`config.mk`:
```
export PLATFORM = sky130hd
export DESIGN_NAME = id_issue_queue_flat
export DESIGN_NICKNAME = d
export VERILOG_FILES = /design/src/rtl/id_issue_queue_if.sv /design/src/rtl/id_issue_queue.sv /design/src/flat_wrapper.sv
export SDC_FILE = /design/constraint.sdc
export NUM_CORES = 1
export LEC_CHECK = 0
export CORE_MARGIN = 2
export CORE_UTILIZATION = 46
export CTS_BUF_LIST = sky130_fd_sc_hd__clkbuf_2
export CTS_CLUSTER_DIAMETER = 150
export DETAILED_ROUTE_END_ITERATION = 10
export GPL_ROUTABILITY_DRIVEN = 0
export MAX_ROUTING_LAYER = met4
export PLACE_DENSITY = 0.77
export SLEW_MARGIN = 5
export SYNTH_ARGS = -nofsm -noshare
export SYNTH_HDL_FRONTEND = slang
export SYNTH_SLANG_ARGS = --single-unit
```
`constraint.sdc`:
```
create_clock -name clk_i -period 12.6 [get_ports clk_i]
set_input_delay 2.52 -clock clk_i [delete_from_list [all_inputs] [get_ports clk_i]]
set_output_delay 2.52 -clock clk_i [all_outputs]
set_load 0.005 [all_outputs]
```
`src/rtl/id_issue_queue_if.sv`:
```
// rtl/id_issue_queue_if.sv - decode-to-issue handshake bundle for id_issue_queue
interface id_issue_queue_if #(
  parameter int DATA_W = 64
) ();
  logic              enq_valid_i;
  logic              enq_ready_o;
  logic [DATA_W-1:0] enq_data_i;
  logic [31:0]       enq_orig_instr_i;
  logic              enq_is_ctrl_flow_i;
  logic              deq_valid_o;
  logic [DATA_W-1:0] deq_data_o;
  logic [31:0]       deq_orig_instr_o;
  logic              deq_is_ctrl_flow_o;
  logic              deq_ack_i;

  modport master (
    output enq_valid_i, enq_data_i, enq_orig_instr_i, enq_is_ctrl_flow_i, deq_ack_i,
    input  enq_ready_o, deq_valid_o, deq_data_o, deq_orig_instr_o, deq_is_ctrl_flow_o
  );

  modport slave (
    input  enq_valid_i, enq_data_i, enq_orig_instr_i, enq_is_ctrl_flow_i, deq_ack_i,
    output enq_ready_o, deq_valid_o, deq_data_o, deq_orig_instr_o, deq_is_ctrl_flow_o
  );
endinterface

```
`src/rtl/id_issue_queue.sv`:
```
// rtl/id_issue_queue.sv - circular-buffer queue of decoded entries between decode and issue
module id_issue_queue #(
  parameter int  DEPTH     = 2,
  parameter int  DATA_W    = 64,
  parameter bit  SINGLE_CF = 1'b0,
  localparam int CW        = $clog2(DEPTH + 1)
) (
  input  logic             clk_i,
  input  logic             rst_ni,
  input  logic             flush_i,
  id_issue_queue_if.slave  q,
  output logic [CW-1:0]    count_o,
  output logic             cf_pending_o
);

  localparam int PW = (DEPTH > 1) ? $clog2(DEPTH) : 1;

  logic [DATA_W-1:0] data_mem  [DEPTH];
  logic [31:0]       instr_mem [DEPTH];
  logic [DEPTH-1:0]  cf_mem;
  logic [PW-1:0]     rd_ptr_q, wr_ptr_q;
  logic [CW-1:0]     count_q, cf_cnt_q;
  logic              head_valid, head_cf, cf_pending, cf_ok, fire, ack;

  function automatic logic [PW-1:0] next_ptr(input logic [PW-1:0] p);
    return (p == PW'(DEPTH - 1)) ? '0 : p + 1'b1;
  endfunction

  assign head_valid = (count_q != '0);
  assign head_cf    = cf_mem[rd_ptr_q];
  assign cf_pending = (cf_cnt_q != '0);
  assign ack        = q.deq_ack_i & head_valid & !flush_i;

  // A second branch may enter only if the one already stored leaves this same cycle.
  always_comb begin
    cf_ok = 1'b1;
    if (SINGLE_CF)
      cf_ok = !(q.enq_is_ctrl_flow_i & cf_pending & !(q.deq_ack_i & head_valid & head_cf));
  end

  assign q.enq_ready_o = !flush_i & ((count_q < CW'(DEPTH)) | (q.deq_ack_i & head_valid)) & cf_ok;
  assign fire          = q.enq_valid_i & q.enq_ready_o;

  always_ff @(posedge clk_i or negedge rst_ni) begin
    if (!rst_ni) begin
      rd_ptr_q <= '0;
      wr_ptr_q <= '0;
      count_q  <= '0;
      cf_cnt_q <= '0;
    end else if (flush_i) begin
      rd_ptr_q <= '0;
      wr_ptr_q <= '0;
      count_q  <= '0;
      cf_cnt_q <= '0;
    end else begin
      if (fire) wr_ptr_q <= next_ptr(wr_ptr_q);
      if (ack)  rd_ptr_q <= next_ptr(rd_ptr_q);
      count_q  <= count_q + CW'(fire) - CW'(ack);
      cf_cnt_q <= cf_cnt_q + CW'(fire & q.enq_is_ctrl_flow_i) - CW'(ack & head_cf);
    end
  end

  // Payload storage carries no reset; contents are only observed while counted valid.
  always_ff @(posedge clk_i) begin
    if (fire) begin
      data_mem[wr_ptr_q]  <= q.enq_data_i;
      instr_mem[wr_ptr_q] <= q.enq_orig_instr_i;
      cf_mem[wr_ptr_q]    <= q.enq_is_ctrl_flow_i;
    end
  end

  assign q.deq_valid_o        = head_valid;
  assign q.deq_data_o         = data_mem[rd_ptr_q];
  assign q.deq_orig_instr_o   = instr_mem[rd_ptr_q];
  assign q.deq_is_ctrl_flow_o = head_cf;
  assign count_o              = count_q;
  assign cf_pending_o         = cf_pending;

endmodule

```
`src/flat_wrapper.sv`:
```
// flat-port wrapper written by rule: the top's interface ports become plain ports
module id_issue_queue_flat 
#(
  parameter int  DEPTH     = 2,
  parameter int  DATA_W    = 64,
  parameter bit  SINGLE_CF = 1'b0,
  localparam int CW        = $clog2(DEPTH + 1)
)
  (clk_i, rst_ni, flush_i, count_o, cf_pending_o, q_enq_valid_i, q_enq_data_i, q_enq_orig_instr_i, q_enq_is_ctrl_flow_i, q_deq_ack_i, q_enq_ready_o, q_deq_valid_o, q_deq_data_o, q_deq_orig_instr_o, q_deq_is_ctrl_flow_o);
  id_issue_queue_if #(.DATA_W(DATA_W)) q_i ();
  input  logic clk_i;
  input  logic rst_ni;
  input  logic flush_i;
  output logic [CW-1:0] count_o;
  output logic cf_pending_o;
  input wire logic [$bits(q_i.enq_valid_i)-1:0] q_enq_valid_i;
  input wire logic [$bits(q_i.enq_data_i)-1:0] q_enq_data_i;
  input wire logic [$bits(q_i.enq_orig_instr_i)-1:0] q_enq_orig_instr_i;
  input wire logic [$bits(q_i.enq_is_ctrl_flow_i)-1:0] q_enq_is_ctrl_flow_i;
  input wire logic [$bits(q_i.deq_ack_i)-1:0] q_deq_ack_i;
  output wire logic [$bits(q_i.enq_ready_o)-1:0] q_enq_ready_o;
  output wire logic [$bits(q_i.deq_valid_o)-1:0] q_deq_valid_o;
  output wire logic [$bits(q_i.deq_data_o)-1:0] q_deq_data_o;
  output wire logic [$bits(q_i.deq_orig_instr_o)-1:0] q_deq_orig_instr_o;
  output wire logic [$bits(q_i.deq_is_ctrl_flow_o)-1:0] q_deq_is_ctrl_flow_o;
  assign q_i.enq_valid_i = q_enq_valid_i;
  assign q_i.enq_data_i = q_enq_data_i;
  assign q_i.enq_orig_instr_i = q_enq_orig_instr_i;
  assign q_i.enq_is_ctrl_flow_i = q_enq_is_ctrl_flow_i;
  assign q_i.deq_ack_i = q_deq_ack_i;
  assign q_enq_ready_o = q_i.enq_ready_o;
  assign q_deq_valid_o = q_i.deq_valid_o;
  assign q_deq_data_o = q_i.deq_data_o;
  assign q_deq_orig_instr_o = q_i.deq_orig_instr_o;
  assign q_deq_is_ctrl_flow_o = q_i.deq_is_ctrl_flow_o;
  id_issue_queue #(.DEPTH(DEPTH), .DATA_W(DATA_W), .SINGLE_CF(SINGLE_CF)) u_core (.clk_i(clk_i), .rst_ni(rst_ni), .flush_i(flush_i), .q(q_i), .count_o(count_o), .cf_pending_o(cf_pending_o));
endmodule
```
# Word-level counts from Yosys, hierarchy flattened
# Memories as Yosys holds them, arrays and structs flattened.
# Index checks and enable logic that the tools add are counted.
word_totals:
  out_inout_bits: 102
  ramBits: 192
  n_memories: 2
  word_cells: 45
  inputBits: 102
  register_bits: 8
op_classes:
  add_sub_neg: 6
  mux: 15
  bitwise: 7
  n_reduce_logical: 6
  magnitude_cmp: 4
memory_table:
  columns: ["name", "depth", "width", "read_ports", "rd_ports_with_merged_regs", "write_ports", "line_no", "rtl"]
  rows:
  - ["u_core.data_mem", 2, 64, 1, 0, 1, "id_issue_queue.sv:18", "logic [DATA_W-1:0] data_mem [DEPTH];"]
  - ["u_core.instr_mem", 2, 32, 1, 0, 1, "id_issue_queue.sv:19", "logic [31:0] instr_mem [DEPTH];"]
ops:
  columns: ["operator", "n"]
  rows:
  - ["1-bit two-way mux", 11]
  - ["2-bit nonzero test", 4]
  - ["1-bit bitwise AND", 6]
  - ["1-bit by 2-bit less-than comparator with 1-bit output, second input constant", 2]
  - ["2-bit two-way mux", 2]
  - ["1-bit adder, second input constant", 2]
  - ["2-bit by 1-bit adder with 2-bit output", 1]
  - ["2-bit adder", 1]
  - ["2-bit bitwise mux", 1]
  - ["2-bit less-than comparator, second input constant", 1]
  - ["2-bit by 1-bit subtractor with 2-bit output", 1]
  - ["2-bit subtractor", 1]
  - ["1-bit demux with 1-bit select", 1]
  - ["1-bit >= comparator, second input constant", 1]
  - ["1-bit logical AND", 1]
  - ["1-bit logical NOT", 1]
  - ["1-bit OR", 1]

# Logic depth before layout (Yosys ltp)
# Gate-level depths: netlist of run 1.
logic_depth:
  depth_word: 9
  depth_mapped: 9
  mapped_depth_nobuf: 9

# Least setup slack after synthesis of run 1
# OpenSTA, ideal clock, no wires.
synth_path:
  path_kind: "input to register"
  startpoint: "in flush_i"
  endpoint: "reg u_core.cf_mem[0], enable pin"
  setup_slack_ns: -0.271
  path_buffers: 1
  setup_ns: 0.793
  cell_stages: 2
  t_required_ns: 11.807
  t_arrival_ns: 12.078
  cell_sequence: "buf_2 nor4_1"
synth_between:
  elab_chain_len: 3
synth_lines:
  columns: ["item", "line_no", "rtl"]
  rows:
  - ["from (decl)", "flat_wrapper.sv:13", "input logic flush_i;"]
  - ["1-bit logical NOT", "id_issue_queue.sv:41", "assign q.enq_ready_o = !flush_i & ((count_q < CW'(DEPTH)) | (q.deq_ack_i & head_valid)) & cf_ok;"]
  - ["1-bit bitwise AND", "id_issue_queue.sv:41", null]
  - ["1-bit bitwise AND", "id_issue_queue.sv:42", "assign fire = q.enq_valid_i & q.enq_ready_o;"]
  - ["to (signal, indexed assignment)", "id_issue_queue.sv:68", "cf_mem[wr_ptr_q] <= q.enq_is_ctrl_flow_i;"]
  - ["to (decl)", "id_issue_queue.sv:20", "logic [DEPTH-1:0] cf_mem;"]
# Every way passes these cells.
# A chain may end at the register's enable or synchronous reset.

# Worst setup path after layout of run 1
layout_path:
  startpoint: "in flush_i"
  endpoint: "out q_enq_ready_o"
layout_between:
  elab_chain_len: 2
layout_lines:
  columns: ["item", "line_no", "rtl"]
  rows:
  - ["1-bit logical NOT", "id_issue_queue.sv:41", null]
  - ["1-bit bitwise AND", "id_issue_queue.sv:41", null]
  - ["to (decl)", "flat_wrapper.sv:21", "output wire logic [$bits(q_i.enq_ready_o)-1:0] q_enq_ready_o;"]
# Every way passes these cells.

==> impl_metrics.env, run 1 <==
export IMPL_yosys_area_top_type_share_pct=77.8
export IMPL_leakagePower_nw=3.42
export IMPL_dr_pass1_iters=4
export IMPL_grt_max_degree=80
export IMPL_cpMostUsedCell="clkdlybuf4s50_1"
export IMPL_cts_setup_buffers=0
export IMPL_ir_drop_mv=0.0784
export IMPL_area_growth_pct=33.7
export IMPL_routed_wirelength_um=13600
export IMPL_drv_cap=0
export IMPL_instances_no_fill=786
export IMPL_root_buffer="clkbuf_2"
export IMPL_insertion_delay_ns=0.71
export IMPL_clock_fmax_mhz=157
export IMPL_antenna_found_initial=0
export IMPL_min_path_type="flop to flop"
export IMPL_synth_largest_area_cell="edfxtp_1"
export IMPL_cts_buffers=17
export IMPL_critPathArrivalTime_ns=3.83
export IMPL_dp_hpwl_um=9060
export IMPL_dp_cells=754
export IMPL_p_per_area_nw_per_um2=134
export IMPL_critPathKind="primary input to output port"
export IMPL_multi_input_area_um2=1420
export IMPL_path_buf_inv=2
export IMPL_die_w_um=132
export IMPL_worstMarginPinSlew_ns=1.07
export IMPL_synth_area_per_cell_um2=21.8
export IMPL_drive_above_1_share_pct=24.0
export IMPL_initial_utilization_pct=47.1
export IMPL_final_seq_area_um2=5980
export IMPL_dieArea_um2=17300
export IMPL_cts_buffer_depth=2
export IMPL_vias=3793
export IMPL_critical_path_top_delay_family="buffers and inverters"
export IMPL_crit_slowest_cell="clkdlybuf4s50_1"
export IMPL_track_usage_pct=16.6
export IMPL_max_stage_delay_ns=0.61
export IMPL_fin_crit_sh_pct=50.4
export IMPL_syn_area_um2=7490
export IMPL_rows=46
export IMPL_setup_violations=0
export IMPL_core_um2=15900
export IMPL_cts_resized=0
export IMPL_drt_iter0_drc=144
export IMPL_first_global_vias=4079
export IMPL_gr_total_overflow=0
export IMPL_cts_tree="done"
export IMPL_cts_hold_buf=0
export IMPL_synth_area_leaders="edfxtp_1 (78%), mux2_2 (10%), mux2_4 (6.0%)"
export IMPL_grt_pass1_wl_um=21100
export IMPL_ios=204
export IMPL_slew_headroom_pct=28.6
export IMPL_final_nets=663
export IMPL_drt_vias_per_instance=4.83
export IMPL_final_cell_mix="clkdlybuf4s50_1 (203), edfxtp_1 (194), mux2_2 (67)"
export IMPL_drc=0
export IMPL_die_h_um=132
export IMPL_htree_num_levels=4
export IMPL_final_antenna_net_count=0
export IMPL_hold_viol_final=0
export IMPL_portBuffers=203
export IMPL_clkSinkCount=200
export IMPL_rsz0062_at_grt="false"
export IMPL_status="finished clean"
export IMPL_cp_start_kind="primary input"
export IMPL_wl_per_cell_um=17.3
export IMPL_yosys_register_bits=200
export IMPL_slew_violations=0
export IMPL_path_cells="clkdlybuf4s50_1, nor2_1, clkdlybuf4s50_1"
export IMPL_fin_worst_skew_ns=0.0340
export IMPL_worst_ep_required_time_ns=10.08
export IMPL_cp_end_kind="output port"
export IMPL_synthCells=343
export IMPL_cp_max_fo=10
export IMPL_tns_ns=0
export IMPL_synth_nets=449
export IMPL_finalPower_mw=1.34
export IMPL_fill_cells=1166
export IMPL_yosysUniqueCellTypes=18
export IMPL_yosysSeqAreaShare_pct=79.8
export IMPL_period_minus_slack_ns=6.35
export IMPL_path_clk_slew_ns=0.26
export IMPL_n_antenna_cell=0
export IMPL_yosys_warnings=0
export IMPL_final_common_cell="clkdlybuf4s50_1"
-- sequential cells by signal (all words and copies together) (netlist names) --
signal            flops
u_core.data_mem     128
u_core.instr_mem     64
u_core.cf_cnt_q       2
u_core.cf_mem         2
u_core.count_o        2
u_core.rd_ptr_q       1
u_core.wr_ptr_q       1
-- cell families (layout without fill, tap and decap cells) --
group | after synthesis | count (layout) | synth area share [%]
XOR/XNOR | 4 | 4 | 0.468
AO/OA/AOI/OAI | 2 | 2 | 0.134
AND/OR/NAND/NOR | 19 | 19 | 1.39
buffers and inverters | 17 | 244 | 1.47
multiplexers | 97 | 97 | 16.1
adder cells (fa/ha/maj) | 4 | 4 | 0.668
flip-flops | 200 | 200 | 79.8
-- cell usage after synthesis --
library cell / count
nor2b_1: 4
o21ai_0: 2
or2_2: 2
edfxtp_1: 194
ha_1: 4
mux2_2: 67
and2_1: 4
dfrtp_1: 6
xor2_1: 3
mux2_4: 30
nor4_1: 1
inv_1: 5
nor3_1: 2
nor2_1: 5
buf_2: 7
xnor2_1: 1
buf_6: 5
nand2b_1: 1
-- power by group --
part           internal, mW  switching [mW]  total [mW]
Combinational         0.162          0.0800       0.242
Sequential            0.764          0.0194       0.783
Clock                 0.114           0.205       0.319
-- metal layers --
layer / up-vias / track usage (%) / wire, um
li1: 1769 / - / -
met1: 1855 / 19.2 / 5600
met2: 147 / 26.6 / 6880
met3: 22 / 5.59 / 815
met4: 0 / 6.76 / 299
met5: - / - / 0
-- worst reg2reg max path, cell delays in order (launching register included) --
cell,delay [ns]
dfrtp_1,0.50
nor2b_1,0.21
nor3_1,0.28
and2_4,0.65
buf_4,0.69
-- cell type report --
class / instances / share of cell area [%]
inverter: 5 / 0.187
clock buffer: 18 / 0.900
tap: 216 / 2.70
timing repair buffer: 207 / 20.6
sequential: 200 / 59.7
multi-input combinational: 126 / 14.2
clock inverter: 14 / 1.71
-- path summary, 6_finish.rpt --
check / from / endpoint / slack, ns / cells after the start
worst max-delay path: flush_i / q_enq_ready_o / 6.25 / 3
worst min-delay path: u_core.cf_cnt_q[1]$_DFF_PN0_ / u_core.cf_cnt_q[1]$_DFF_PN0_ / 0.57 / 2
worst max register to register: u_core.count_o[1]$_DFF_PN0_ / u_core.instr_mem[1][17]$_DFFE_PP_ / 9.89 / 4
worst min register to register: u_core.cf_cnt_q[1]$_DFF_PN0_ / u_core.cf_cnt_q[1]$_DFF_PN0_ / 0.57 / 2
max in group asynchronous: rst_ni / u_core.rd_ptr_q$_DFFE_PN0P_ / 10.33 / 1
min in group asynchronous: rst_ni / u_core.wr_ptr_q$_DFFE_PN0P_ / 1.99 / 1
-- per-stage QoR --
step	utilization (%)	worst slack [ns]	hold WS (ns)	cell area, um2
2_1_floorplan	-	3.96	0.502	7500
3_3_place_gp	61.4	6.27	0.531	9750
3_5_place_dp	61.4	6.25	0.539	9750
4_1_cts	63.0	6.24	0.578	10000
5_1_grt	63.0	6.15	0.601	10000
6_report	63.0	6.25	0.571	10000
Note: power is estimated with default switching activity, not from simulation.
==> inputs of run 2 (changes only) <==
Clock period 12.6 ns to 6 ns, I/O delays scaled along.
==> run 2 against run 1 <==
Wire length is 0.70% higher. Via count is 1.0% lower. Worst setup slack worse by 4.7 ns. Hold slack worse by 0.0017 ns. Core utilization is 0.24 points lower. Total power is 110% higher. Clock power is 95% higher. Sequential power is 110% higher. Combinational power is 100% higher. Clock-buffer cell count stayed put. Critical endpoint is now q_deq_orig_instr_o[18]. Largest cell class unchanged.
==> impl_metrics.env, run 2 (synthesis results as in run 1) <==
export IMPL_setup_violations=0
export IMPL_cts_buffers=17
export IMPL_antenna_found_initial=0
export IMPL_clock_fmax_mhz=223
export IMPL_finalPower_mw=2.77
export IMPL_critPathKind="flop to output port"
export IMPL_largest_reg_flops=128
export IMPL_clkSinkCount=200
export IMPL_final_seq_area_um2=5980
export IMPL_drt_iter0_drc=223
export IMPL_drive_above_1_share_pct=23.3
export IMPL_cts_resized=0
export IMPL_worstMarginPinSlew_ns=1.17
export IMPL_cts_setup_buffers=0
export IMPL_leakagePower_nw=3.40
export IMPL_cp_start_kind="flop"
export IMPL_root_buffer="clkbuf_2"
export IMPL_path_buf_inv=2
export IMPL_tns_ns=0
export IMPL_vias=3754
export IMPL_fill_cells=1146
export IMPL_hold_path_depth=2
export IMPL_r2r_start="u_core.rd_ptr_q$_DFFE_PN0P_"
export IMPL_slew_headroom_pct=22.1
export IMPL_fin_worst_skew_ns=0.0252
export IMPL_crit_slowest_cell="dfrtp_4"
export IMPL_drv_cap=0
export IMPL_hold_viol_final=0
export IMPL_n_antenna_cell=0
export IMPL_r2r_cells=8
export IMPL_routed_wirelength_um=13700
export IMPL_dr_pass1_iters=6
export IMPL_gr_total_overflow=0
export IMPL_drc=0
export IMPL_final_antenna_net_count=0
export IMPL_cts_buffer_depth=2
export IMPL_initial_utilization_pct=47.1
export IMPL_cts_tree="done"
export IMPL_first_global_vias=4021
export IMPL_status="finished clean"
export IMPL_rsz0062_at_grt="false"
export IMPL_insertion_delay_ns=0.71
export IMPL_largest_register="u_core.data_mem"
export IMPL_path_cells="buf_4, mux2_2, clkdlybuf4s50_1"
export IMPL_slew_violations=0
export IMPL_grt_pass1_wl_um=21100
export IMPL_htree_num_levels=4
export IMPL_fin_util_pct=62.8
export IMPL_die_w_um=132
export IMPL_hp_start="u_core.cf_cnt_q[1]$_DFF_PN0_"
export IMPL_cp_end_kind="output port"
export IMPL_core_um2=15900
export IMPL_rrSetupSlack_ns=3.15
export IMPL_rr_endpoint="u_core.cf_cnt_q[1]$_DFF_PN0_"
export IMPL_final_nets=663
export IMPL_final_cell_mix="clkdlybuf4s50_1 (203), edfxtp_1 (194), mux2_2 (67)"
export IMPL_min_to="u_core.cf_cnt_q[1]$_DFF_PN0_"
export IMPL_max_stage_delay_ns=1.25
export IMPL_grt_max_degree=82
export IMPL_period_minus_slack_ns=4.48
export IMPL_ios=204
export IMPL_dp_hpwl_um=9180
export IMPL_critical_path_top_delay_family="flip-flops"
export IMPL_portBuffers=203
export IMPL_ir_drop_mv=0.173
export IMPL_track_usage_pct=16.5
export IMPL_dieArea_um2=17300
export IMPL_critPathArrivalTime_ns=3.28
export IMPL_fin_crit_sh_pct=74.7
export IMPL_cts_hold_buf=0
export IMPL_worst_ep_required_time_ns=4.80
export IMPL_drt_vias_per_instance=4.79
export IMPL_die_h_um=132
export IMPL_path_clk_slew_ns=0.21
export IMPL_wl_per_cell_um=17.5
export IMPL_final_common_cell="clkdlybuf4s50_1"
export IMPL_p_per_area_nw_per_um2=278
export IMPL_cp_max_fo=80
export IMPL_rows=46
export IMPL_top_regs="u_core.data_mem x128, u_core.instr_mem x64"
export IMPL_multi_input_area_um2=1420
export IMPL_crit_start="u_core.rd_ptr_q$_DFFE_PN0P_"
export IMPL_min_path_type="flop to flop"
export IMPL_area_growth_pct=33.2
[run 2: cell types whose count changed in the layout (fill, tap and decap cells not counted)]
cell / previous run / this run
clkinv_1: 1 / 3
clkinv_4: 2 / 0
inv_6: 3 / 1
inv_8: 1 / 0
[run 2: through the flow]
step / instance area (um2) / hold WS (ns) / cells / setup slack [ns]
finish: 9970 / 0.569 / 783 / 1.52
global placement: 9750 / 0.531 / 754 / 2.18
global route: 9970 / 0.589 / 783 / 1.23
detailed placement: 9750 / 0.540 / 754 / 2.05
floorplan: 7500 / 0.502 / 343 / 0.990
CTS: 9970 / 0.575 / 783 / 1.40
[run 2: final cells by class]
class,instances,share of cell area [%]
inverter,5,0.188
clock buffer,18,0.903
multi-input combinational,126,14.2
clock inverter,11,1.33
timing repair buffer,207,20.7
sequential,200,59.9
tap,216,2.71
[run 2: worst max path at each step]
| stage | end | slack (ns) | cells past startpoint |
|---|---|---|---|
| floorplan | u_core.cf_mem[0]$_DFFE_PP_ | 0.99 | 2 |
| global placement | u_core.data_mem[1][53]$_DFFE_PP_ | 2.18 | 4 |
| detailed placement | u_core.data_mem[1][57]$_DFFE_PP_ | 2.05 | 4 |
| CTS | q_deq_orig_instr_o[18] | 1.40 | 3 |
| global route | q_deq_orig_instr_o[18] | 1.23 | 3 |
| finish | q_deq_orig_instr_o[18] | 1.52 | 3 |
[run 2: where the power goes]
part	total (mW)	internal (mW)	switching (mW)
clock	0.621	0.222	0.399
sequential	1.66	1.60	0.0564
combinational	0.495	0.343	0.152
[run 2: worst register-to-register path, stage by stage (launching register included)]
cell,delay [ns]
dfrtp_4,1.25
mux2_2,0.48
and2_1,0.17
ha_1,0.26
inv_1,0.04
ha_1,0.20
xor2_1,0.17
xnor2_1,0.15
nor2_1,0.05
[run 2: routing by layer]
layer	global-route usage, %	share of wire [%]	wire (um)
met1	20.2	43	5940
met2	25.9	49	6690
met3	4.86	5.8	794
met4	6.46	1.9	255
met5	-	0	0
==> inputs of run 3 (changes only) <==
Settings changed: CORE_UTILIZATION 46 to 45, PLACE_DENSITY 0.77 to 0.78.
Clock period 6 ns to 3.7 ns, I/O delays scaled along.
==> run 3 against run 2 <==
First-iteration DRC count down 19%. Total power up 61%. Design area up 0.46%. Clock-buffer cell count down 1. Wire length up 1.8%. Non-clock buffer count up 2. Combinational power up 74%. Critical endpoint is now q_deq_orig_instr_o[11].
==> impl_metrics.env, run 3 (synthesis results as in run 1) <==
export IMPL_cts_buffers=17
export IMPL_power_frac_comb_pct=19.3
export IMPL_rsz0062_at_grt="false"
export IMPL_slew_violations=0
export IMPL_dp_hpwl_um=9280
export IMPL_r2r_start="u_core.rd_ptr_q$_DFFE_PN0P_"
export IMPL_p_int_mw=3.41
export IMPL_p_per_area_nw_per_um2=445
export IMPL_tns_ns=0
export IMPL_final_common_cell="clkdlybuf4s50_1"
export IMPL_final_antenna_net_count=0
export IMPL_clkPwrFrac_pct=21.3
export IMPL_htree_num_levels=4
export IMPL_worst_ep_required_time_ns=2.96
export IMPL_final_cell_mix="clkdlybuf4s50_1 (203), edfxtp_1 (194), mux2_2 (67)"
export IMPL_initial_utilization_pct=45.6
export IMPL_grt_max_degree=98
export IMPL_holdWs_ns=0.201
export IMPL_cts_buffer_depth=2
export IMPL_core_um2=16400
export IMPL_cts_setup_buffers=0
export IMPL_cts_resized=0
export IMPL_wl_per_cell_um=17.6
export IMPL_hold_viol_final=0
export IMPL_drt_iter0_drc=181
export IMPL_insertion_delay_ns=0.73
export IMPL_track_usage_pct=16.6
export IMPL_r2r_cells=9
export IMPL_antenna_found_initial=0
export IMPL_fin_worst_skew_ns=0.0415
export IMPL_first_global_vias=4203
export IMPL_drive_above_1_share_pct=24.1
export IMPL_slew_headroom_pct=64.0
export IMPL_drt_vias_per_instance=4.84
export IMPL_gr_total_overflow=0
export IMPL_fin_crit_sh_pct=92.7
export IMPL_dr_wl_met3_um=979
export IMPL_ios=204
export IMPL_top_regs="u_core.data_mem x128, u_core.instr_mem x64"
export IMPL_met1Wirelength_um=5680
export IMPL_vias=3836
export IMPL_routed_wirelength_um=13900
export IMPL_cts_tree="done"
export IMPL_drc=0
export IMPL_root_buffer="clkbuf_2"
export IMPL_dieArea_um2=17700
export IMPL_setup_violations=0
export IMPL_die_h_um=133
export IMPL_final_nets=665
export IMPL_power_frac_seq_pct=59.3
export IMPL_switchingPower_mw=1.05
export IMPL_die_w_um=133
export IMPL_status="finished clean"
export IMPL_leakagePower_nw=3.41
export IMPL_min_path_type="primary input to asynchronous set/reset pin"
export IMPL_n_antenna_cell=0
export IMPL_cp_max_fo=22
export IMPL_ir_drop_mv=0.239
export IMPL_period_minus_slack_ns=3.43
export IMPL_rrSetupSlack_ns=1.10
export IMPL_worstMarginPinSlew_ns=0.541
export IMPL_grt_pass1_wl_um=21500
export IMPL_clkSinkCount=200
export IMPL_clock_fmax_mhz=292
export IMPL_largest_register="u_core.data_mem"
export IMPL_routed_top_layer="met4"
export IMPL_dr_wl_met2_um=6940
export IMPL_critPathArrivalTime_ns=2.69
export IMPL_cp_start_kind="flop"
export IMPL_cp_end_kind="output port"
export IMPL_fin_util_pct=61.1
export IMPL_rr_endpoint="u_core.cf_cnt_q[1]$_DFF_PN0_"
export IMPL_fill_cells=1187
export IMPL_path_clk_slew_ns=0.27
export IMPL_area_growth_pct=33.8
export IMPL_critPathKind="flop to output port"
export IMPL_rows=47
export IMPL_largest_reg_flops=128
export IMPL_dr_pass1_iters=4
export IMPL_p_sw_share_pct=23.6
export IMPL_portBuffers=203
export IMPL_cts_hold_buf=0
export IMPL_drv_cap=0
==> run 3: how the worst max path moves through the flow <==
stage | start | end | slack, ns | cells past startpoint
2_1_floorplan | flush_i | u_core.cf_mem[0]$_DFFE_PP_ | -0.74 | 2
3_3_place_gp | flush_i | u_core.data_mem[1][45]$_DFFE_PP_ | 0.88 | 4
3_5_place_dp | flush_i | u_core.data_mem[1][50]$_DFFE_PP_ | 0.75 | 4
4_1_cts | u_core.rd_ptr_q$_DFFE_PN0P_ | q_deq_orig_instr_o[11] | 0.16 | 3
5_1_grt | u_core.rd_ptr_q$_DFFE_PN0P_ | q_deq_orig_instr_o[9] | 0.07 | 3
6_report | u_core.rd_ptr_q$_DFFE_PN0P_ | q_deq_orig_instr_o[11] | 0.27 | 3
==> run 3: cell type report <==
class                           instances  area [um2]  share of cell area (%)
Sequential cell                       200        5980                    59.7
Timing Repair Buffer                  209        2110                    21.1
Multi-Input combinational cell        126        1420                    14.2
Tap cell                              220         275                    2.75
Clock inverter                         15         126                    1.26
Clock buffer                           17        85.1                   0.849
Inverter                                5        18.8                   0.187
==> run 3: metrics by stage <==
step	instance area (um2)	power, mW	setup slack, ns	cells
floorplan	7520	3.08	-0.739	343
global placement	9810	3.55	0.879	760
detailed placement	9810	3.57	0.750	760
CTS	10000	4.52	0.162	792
global route	10000	4.66	0.0714	792
finish	10000	4.46	0.271	792
==> run 3: power groups by stage <==
stage | clock network (mW) | logic, mW | registers (mW)
final | 0.952 | 0.863 | 2.65
after global routing | 1.08 | 0.920 | 2.66
after CTS | 0.993 | 0.876 | 2.65
after detailed placement | 0 | 0.869 | 2.70
after global placement | 0 | 0.856 | 2.69
after floorplan | 0 | 0.400 | 2.68
==> run 3: worst max-delay path: stages (launching register included) <==
cell and delay, ns:
dfrtp_4 0.72, buf_4 0.38, mux2_2 0.39, clkdlybuf4s50_1 0.44
==> run 3: routing by layer <==
metal	vias to the layer above	global-route usage, %
met4	0	7.65
met2	152	26.2
met3	23	5.17
met5	-	-
met1	1894	19.6
li1	1767	-
